File: src/rtl/mux4_pkg.sv
// Shared definitions for the 4-channel round-robin mux feeder.
//  - sel encodings for each channel (the mux selects ch0 on sel=2'b11)
//  - ch2sel(): channel index -> mux sel encoding
//  - feeder_st_t: feeder FSM states
package mux4_pkg;

  localparam logic [1:0] SEL_CH0 = 2'b11;
  localparam logic [1:0] SEL_CH1 = 2'b10;
  localparam logic [1:0] SEL_CH2 = 2'b01;
  localparam logic [1:0] SEL_CH3 = 2'b00;

  // The downstream mux decodes sel inverted relative to channel order.
  function automatic logic [1:0] ch2sel(input logic [1:0] idx);
    return ~idx;
  endfunction

  typedef enum logic {
    IDLE  = 1'b0,
    GRANT = 1'b1
  } feeder_st_t;

endpackage

File: src/rtl/mux4_rr_feeder_if.sv
// Bus between the upstream channels / downstream mux and the feeder.
//  in_valid/in_data/in_ready : per-channel upstream handshake
//  d0..d3, sel               : mux data inputs and registered grant
//  out_valid/out_ready       : downstream handshake for mux_out
//  dbg_state/dbg_rr_ptr      : feeder FSM state and round-robin pointer
// Handshake rule (both directions): a transfer happens on a rising clk edge
// where valid and ready are both 1; a valid side holds its payload stable
// until that edge, and ready never depends on the same cycle's valid.
interface mux4_rr_feeder_if
  import mux4_pkg::*;
#(
  parameter int DW  = 2,
  parameter int NCH = 4
);
  logic [NCH-1:0]    in_valid;
  logic [NCH*DW-1:0] in_data;
  logic [NCH-1:0]    in_ready;
  logic [DW-1:0]     d0;
  logic [DW-1:0]     d1;
  logic [DW-1:0]     d2;
  logic [DW-1:0]     d3;
  logic [1:0]        sel;
  logic              out_valid;
  logic              out_ready;
  feeder_st_t        dbg_state;
  logic [1:0]        dbg_rr_ptr;

  // master: upstream sources plus downstream consumer (the environment)
  modport master (
    output in_valid, in_data, out_ready,
    input  in_ready, d0, d1, d2, d3, sel, out_valid, dbg_state, dbg_rr_ptr
  );

  // slave: the feeder itself
  modport slave (
    input  in_valid, in_data, out_ready,
    output in_ready, d0, d1, d2, d3, sel, out_valid, dbg_state, dbg_rr_ptr
  );
endinterface

File: src/rtl/rr_arb4.sv
// Combinational 4-way round-robin pick.
//  req     : request vector, bit i = channel i
//  ptr     : highest-priority channel; scan order ptr, ptr+1, ... mod 4
//  gnt_vld : some request was found
//  gnt_idx : index of the first request in scan order (ptr when none)
module rr_arb4 (
  input  logic [3:0] req,
  input  logic [1:0] ptr,
  output logic       gnt_vld,
  output logic [1:0] gnt_idx
);

  logic [1:0] idx;

  always_comb begin
    gnt_vld = 1'b0;
    gnt_idx = ptr;
    idx     = ptr;
    for (int k = 0; k < 4; k++) begin
      // 2-bit add wraps naturally: 3 -> 0
      idx = ptr + 2'(k);
      if (!gnt_vld && req[idx]) begin
        gnt_vld = 1'b1;
        gnt_idx = idx;
      end
    end
  end

endmodule

File: src/rtl/mux4_rr_feeder.sv
// Round-robin feeder for the 4:1 2-bit output mux.
// Buffers one word per channel, arbitrates among full buffers round-robin
// and presents the winner to the mux via sel (mux encoding, ~ch_idx).
//  clk, rst : rising-edge clock, synchronous active-high reset
//  bus      : mux4_rr_feeder_if.slave (channel inputs, d0..d3, sel,
//             out_valid/out_ready, debug state and rr pointer)
module mux4_rr_feeder
  import mux4_pkg::*;
#(
  parameter int DW  = 2,
  parameter int NCH = 4
)(
  input logic             clk,
  input logic             rst,
  mux4_rr_feeder_if.slave bus
);

  logic [NCH-1:0] full;
  logic [DW-1:0]  data_q [NCH];
  logic [1:0]     sel_q, sel_n;
  logic [1:0]     rr_ptr, rr_ptr_n;
  feeder_st_t     state, state_n;

  logic [1:0]     g_idx;
  logic           consume;
  logic           upd;
  logic [NCH-1:0] consume_mask;
  logic [NCH-1:0] cand;
  logic           gnt_vld;
  logic [1:0]     gnt_idx;

  // The current grant is recovered from sel since sel = ~ch_idx.
  assign g_idx        = ~sel_q;
  assign consume      = (state == GRANT) && bus.out_ready;
  assign consume_mask = consume ? (NCH'(1) << g_idx) : '0;
  // A channel being consumed this edge must not win again at the same edge.
  // Data loaded at this edge is not yet in full, so it cannot compete either.
  assign cand         = full & ~consume_mask;
  // Re-arbitrate only when nothing is stalled downstream.
  assign upd          = (state == IDLE) || bus.out_ready;

  rr_arb4 u_arb (
    .req     (cand),
    .ptr     (rr_ptr),
    .gnt_vld (gnt_vld),
    .gnt_idx (gnt_idx)
  );

  always_comb begin
    state_n  = state;
    sel_n    = sel_q;
    rr_ptr_n = rr_ptr;
    if (upd) begin
      if (gnt_vld) begin
        state_n  = GRANT;
        sel_n    = ch2sel(gnt_idx);
        rr_ptr_n = gnt_idx + 2'd1;
      end else begin
        state_n  = IDLE;
      end
    end
  end

  always_ff @(posedge clk) begin
    if (rst) begin
      state  <= IDLE;
      sel_q  <= SEL_CH0;
      rr_ptr <= 2'd0;
    end else begin
      state  <= state_n;
      sel_q  <= sel_n;
      rr_ptr <= rr_ptr_n;
    end
  end

  // Per-channel one-word buffers. Load and consume of the same channel can
  // never coincide because in_ready is low while the buffer is full.
  always_ff @(posedge clk) begin
    for (int i = 0; i < NCH; i++) begin
      if (rst) begin
        full[i]   <= 1'b0;
        data_q[i] <= '0;
      end else if (bus.in_valid[i] && !full[i]) begin
        full[i]   <= 1'b1;
        data_q[i] <= bus.in_data[i*DW +: DW];
      end else if (consume_mask[i]) begin
        full[i]   <= 1'b0;
      end
    end
  end

  assign bus.in_ready   = ~full;
  assign bus.d0         = data_q[0];
  assign bus.d1         = data_q[1];
  assign bus.d2         = data_q[2];
  assign bus.d3         = data_q[3];
  assign bus.sel        = sel_q;
  assign bus.out_valid  = (state == GRANT);
  assign bus.dbg_state  = state;
  assign bus.dbg_rr_ptr = rr_ptr;

endmodule

File: src/flat_wrapper.sv
// flat-port wrapper written by rule: the top's interface ports become plain ports
module mux4_rr_feeder_flat import mux4_pkg::*;
#(
  parameter int DW  = 2,
  parameter int NCH = 4
)
  (clk, rst, bus_in_valid, bus_in_data, bus_out_ready, bus_in_ready, bus_d0, bus_d1, bus_d2, bus_d3, bus_sel, bus_out_valid, bus_dbg_state, bus_dbg_rr_ptr);
  mux4_rr_feeder_if #(.DW(DW), .NCH(NCH)) bus_i ();
  input logic clk;
  input logic rst;
  input wire logic [$bits(bus_i.in_valid)-1:0] bus_in_valid;
  input wire logic [$bits(bus_i.in_data)-1:0] bus_in_data;
  input wire logic [$bits(bus_i.out_ready)-1:0] bus_out_ready;
  output wire logic [$bits(bus_i.in_ready)-1:0] bus_in_ready;
  output wire logic [$bits(bus_i.d0)-1:0] bus_d0;
  output wire logic [$bits(bus_i.d1)-1:0] bus_d1;
  output wire logic [$bits(bus_i.d2)-1:0] bus_d2;
  output wire logic [$bits(bus_i.d3)-1:0] bus_d3;
  output wire logic [$bits(bus_i.sel)-1:0] bus_sel;
  output wire logic [$bits(bus_i.out_valid)-1:0] bus_out_valid;
  output wire logic [$bits(bus_i.dbg_state)-1:0] bus_dbg_state;
  output wire logic [$bits(bus_i.dbg_rr_ptr)-1:0] bus_dbg_rr_ptr;
  assign bus_i.in_valid = bus_in_valid;
  assign bus_i.in_data = bus_in_data;
  assign bus_i.out_ready = bus_out_ready;
  assign bus_in_ready = bus_i.in_ready;
  assign bus_d0 = bus_i.d0;
  assign bus_d1 = bus_i.d1;
  assign bus_d2 = bus_i.d2;
  assign bus_d3 = bus_i.d3;
  assign bus_sel = bus_i.sel;
  assign bus_out_valid = bus_i.out_valid;
  assign bus_dbg_state = bus_i.dbg_state;
  assign bus_dbg_rr_ptr = bus_i.dbg_rr_ptr;
  mux4_rr_feeder #(.DW(DW), .NCH(NCH)) u_core (.clk(clk), .rst(rst), .bus(bus_i));
endmodule
File: config.mk
export PLATFORM = sky130hd
export DESIGN_NAME = mux4_rr_feeder_flat
export DESIGN_NICKNAME = d
export VERILOG_FILES = /design/src/rtl/mux4_pkg.sv /design/src/rtl/mux4_rr_feeder_if.sv /design/src/rtl/rr_arb4.sv /design/src/rtl/mux4_rr_feeder.sv /design/src/flat_wrapper.sv
export SDC_FILE = /design/constraint.sdc
export NUM_CORES = 1
export LEC_CHECK = 0
export CORE_MARGIN = 10
export CORE_UTILIZATION = 38
export DETAILED_ROUTE_END_ITERATION = 8
export PLACE_DENSITY = 0.73
export REMOVE_ABC_BUFFERS = 1
export SLEW_MARGIN = 20
export SYNTH_ARGS = -nofsm -noshare
export SYNTH_HDL_FRONTEND = slang
export SYNTH_HIERARCHICAL = 1
export SYNTH_SLANG_ARGS = --single-unit
File: constraint.sdc
create_clock -name clk -period 1.5 [get_ports clk]
set_input_delay 0.3 -clock clk [delete_from_list [all_inputs] [get_ports clk]]
set_output_delay 0.3 -clock clk [all_outputs]
set_load 0.05 [all_outputs]
==> results.toml <==
[timing]
finalHoldViolations = 0
setup_viol = 4
final.period_utilization_pct = 109.7
fmax_ghz = 0.6078
maxSlewHeadroom_pct = 78.64
min_period_ns = 1.645
rsz0062_at_grt = "true"
tns_ns = -0.4046
layout_setup_ws_ns = -0.1454
holdWs_ns = 0.5698
worst_pin_slew_ns = 0.3161
skew_ns = 0.004491
drv_slew = 0

[route]
ant_nets = 0
drcViolationCount = 0
vias = 831
drt_iter0_markers = 17
wire_per_inst_um = 15.38
finalWirelength_mm = 2.568
firstDrtPassIters = 4
vias_per_cell = 4.976

[critical_path]
crit_start = "u_core/bus.sel[0]"
cp-end-kind = "register"
cp_data_required_time_ns = 1.70
worstPathMaxFanout = 5
reg2reg_from = "u_core/bus.sel[0]"
r2r_slack_ns = -0.15
critPathArrivalTime_ns = 1.85
path_class = "register to register"
critPathLaunchType = "register"

[synthesis]
synth_top_family_by_area = "simple AND/OR/NAND/NOR gates"
synth_top_cell_area_share_pct = 27.95
yosys.area_share.simple_pct = 27.66
synth_area_um2 = 859.6
ys_types = 31
synth-seq-area-share_pct = 48.91
synthAdderAreaFrac_pct = 0
synth_mux_area_share_pct = 0
netlist_instances = 85
yosysWarnings = 6
synth_area_leaders = "edfxtp_1 28%, dfxtp_1 21%, nor4bb_1 9.3%"
ys_ff_latch = 17
synth_xor_area_share_pct = 1.019
syn_area_per_cell_um2 = 10.11
synth_compound_area_share_pct = 16.74
yosysTopAreaCell = "edfxtp_1"

[floorplanning]
die_w_um = 67.56
chipHeight_um = 67.56
start_util_pct = 39.23
core_um2 = 2191
die-area_um2 = 4564
num_rows = 17
pin_count = 33

[layout]
mostFrequentLayoutCell = "buf_4"
fillers = 137
diodes = 0
final_cell_mix = "21 x buf_4, 19 x buf_12, 13 x clkdlybuf4s50_1, 8 x nor4bb_1, 8 x edfxtp_1"
nNetsFinal = 155
final_util_pct = 75.79
regArea_um2 = 426.7
syn2layout_area_growth_pct = 93.16
multiInputGateArea_um2 = 473.0
drive_above_1_share_pct = 46.76

[job]
maxCapViolations = 0

[clock_network]
cts_tree = "done"
cts_buffers = 3
htree_levels = 1
clk_pin_slew_ns = 0.10
cts.sinks = 17
cts_buffer_depth = 2
cts-root-buf = "clkbuf_4"
hold_buffers = 0
insertion_delay_ns = 0.30

[placed_design]
hpwlAfterDp_mm = 1.982
place_congestion = 0.8619
dp_slack_ns = -0.6985
numPortBuffers = 32

[power_and_ir_drop]
p_leak_nw = 0.7107
cellPowerDensity_nw_per_um2 = 971.3
vdd_drop_max_mv = 0.7255

[outcome]
outcome = "finished, violations left"
violations = "negative setup slack"

[hold_path]
holdCritStartpoint = "u_core/full[1]"
hold_path.class = "register to register"

[global_route]
grt_pass1_vias = 827
antenna_found_initial = 0
grt-ovfl-total = 0
grt_max_degree = 22
grt_use_total_pct = 11.71
grt_pass1_wl_mm = 4.071
[per-layer routing]
metal / GRT usage (%) / share of wire (%)
met1: 12.25 / 39
met2: 20.77 / 54
met3: 2.810 / 4.8
met4: 6.923 / 2.1
met5: 0 / 0
[sequential cells by signal (all words and copies together) (netlist names)]
name	flops
u_core/data_q	8
u_core/full	4
u_core/bus.sel	2
u_core/bus.dbg_rr_ptr	2
u_core/bus.dbg_state	1
[path summary, 6_finish.rpt]
kind	endpoint	cells after the start
setup / recovery	u_core/bus.sel[0]	7
hold / removal	u_core/full[1]	2
setup reg to reg	u_core/bus.sel[0]	7
hold reg to reg	u_core/full[1]	2
[kinds of logic after synthesis]
group	Yosys count
and+or+nand+nor	37
AOI/OAI and AO/OA	20
DFF	17
buffers and inverters	10
xor gates and xnor gates	1
[stage by stage]
step,cell area (um2),power [mW],std cells
3_5_place_dp,1539,1.312,162
5_1_grt,1660,1.704,167
3_3_place_gp,1539,1.298,162
2_1_floorplan,833.3,0.9140,81
6_report,1660,1.613,167
4_1_cts,1622,1.598,166
[worst max-delay path, stage by stage, from the launching register on]
cell,delay (ns)
dfxtp_2,0.40
nand4_1,0.13
and2_4,0.21
nor2_4,0.10
nand2_1,0.08
a221oi_2,0.33
and3_4,0.23
o21bai_1,0.07
[synthesized netlist by cell type]
library cell and count:
a21oi_2 1, clkbuf_1 1, nand2b_1 3, nand4b_1 1, o21ai_0 1, nand4_1 1, buf_1 1, a21oi_1 6
nor3_2 1, nor2_1 10, o21bai_1 2, or3_1 1, and2_1 1, nand2_1 4, a21o_1 5, edfxtp_1 8
and3_4 1, buf_6 1, a311oi_1 2, nor3_1 2, buf_4 1, nor4bb_1 8, a211oi_1 2, inv_1 6
nor2b_1 1, dfxtp_1 9, and3_1 1, xnor2_1 1, a221oi_2 1, nor3b_1 1, nand3b_1 1
[report_power, final]
| part | internal [mW] | switching [mW] | total, mW |
|---|---|---|---|
| sequential | 0.538 | 0.0480 | 0.586 |
| combinational | 0.394 | 0.379 | 0.773 |
| clock | 0.104 | 0.149 | 0.253 |
| total | 1.04 | 0.576 | 1.61 |
[timing repair]
item                       in CTS  in global routing
gates resized for setup        18                  8
buffers inserted                0                  1
pin swaps                       7                  2
setup endpoints to repair       5                  5
[layout make-up]
type / count / share of cell area [%]
clock buffer: 4 / 1.583
inverter: 6 / 1.356
multi-input combinational: 58 / 28.49
sequential: 17 / 25.70
tap: 28 / 2.110
timing repair buffer: 54 / 40.77
Power figures use the tool's default switching activity.
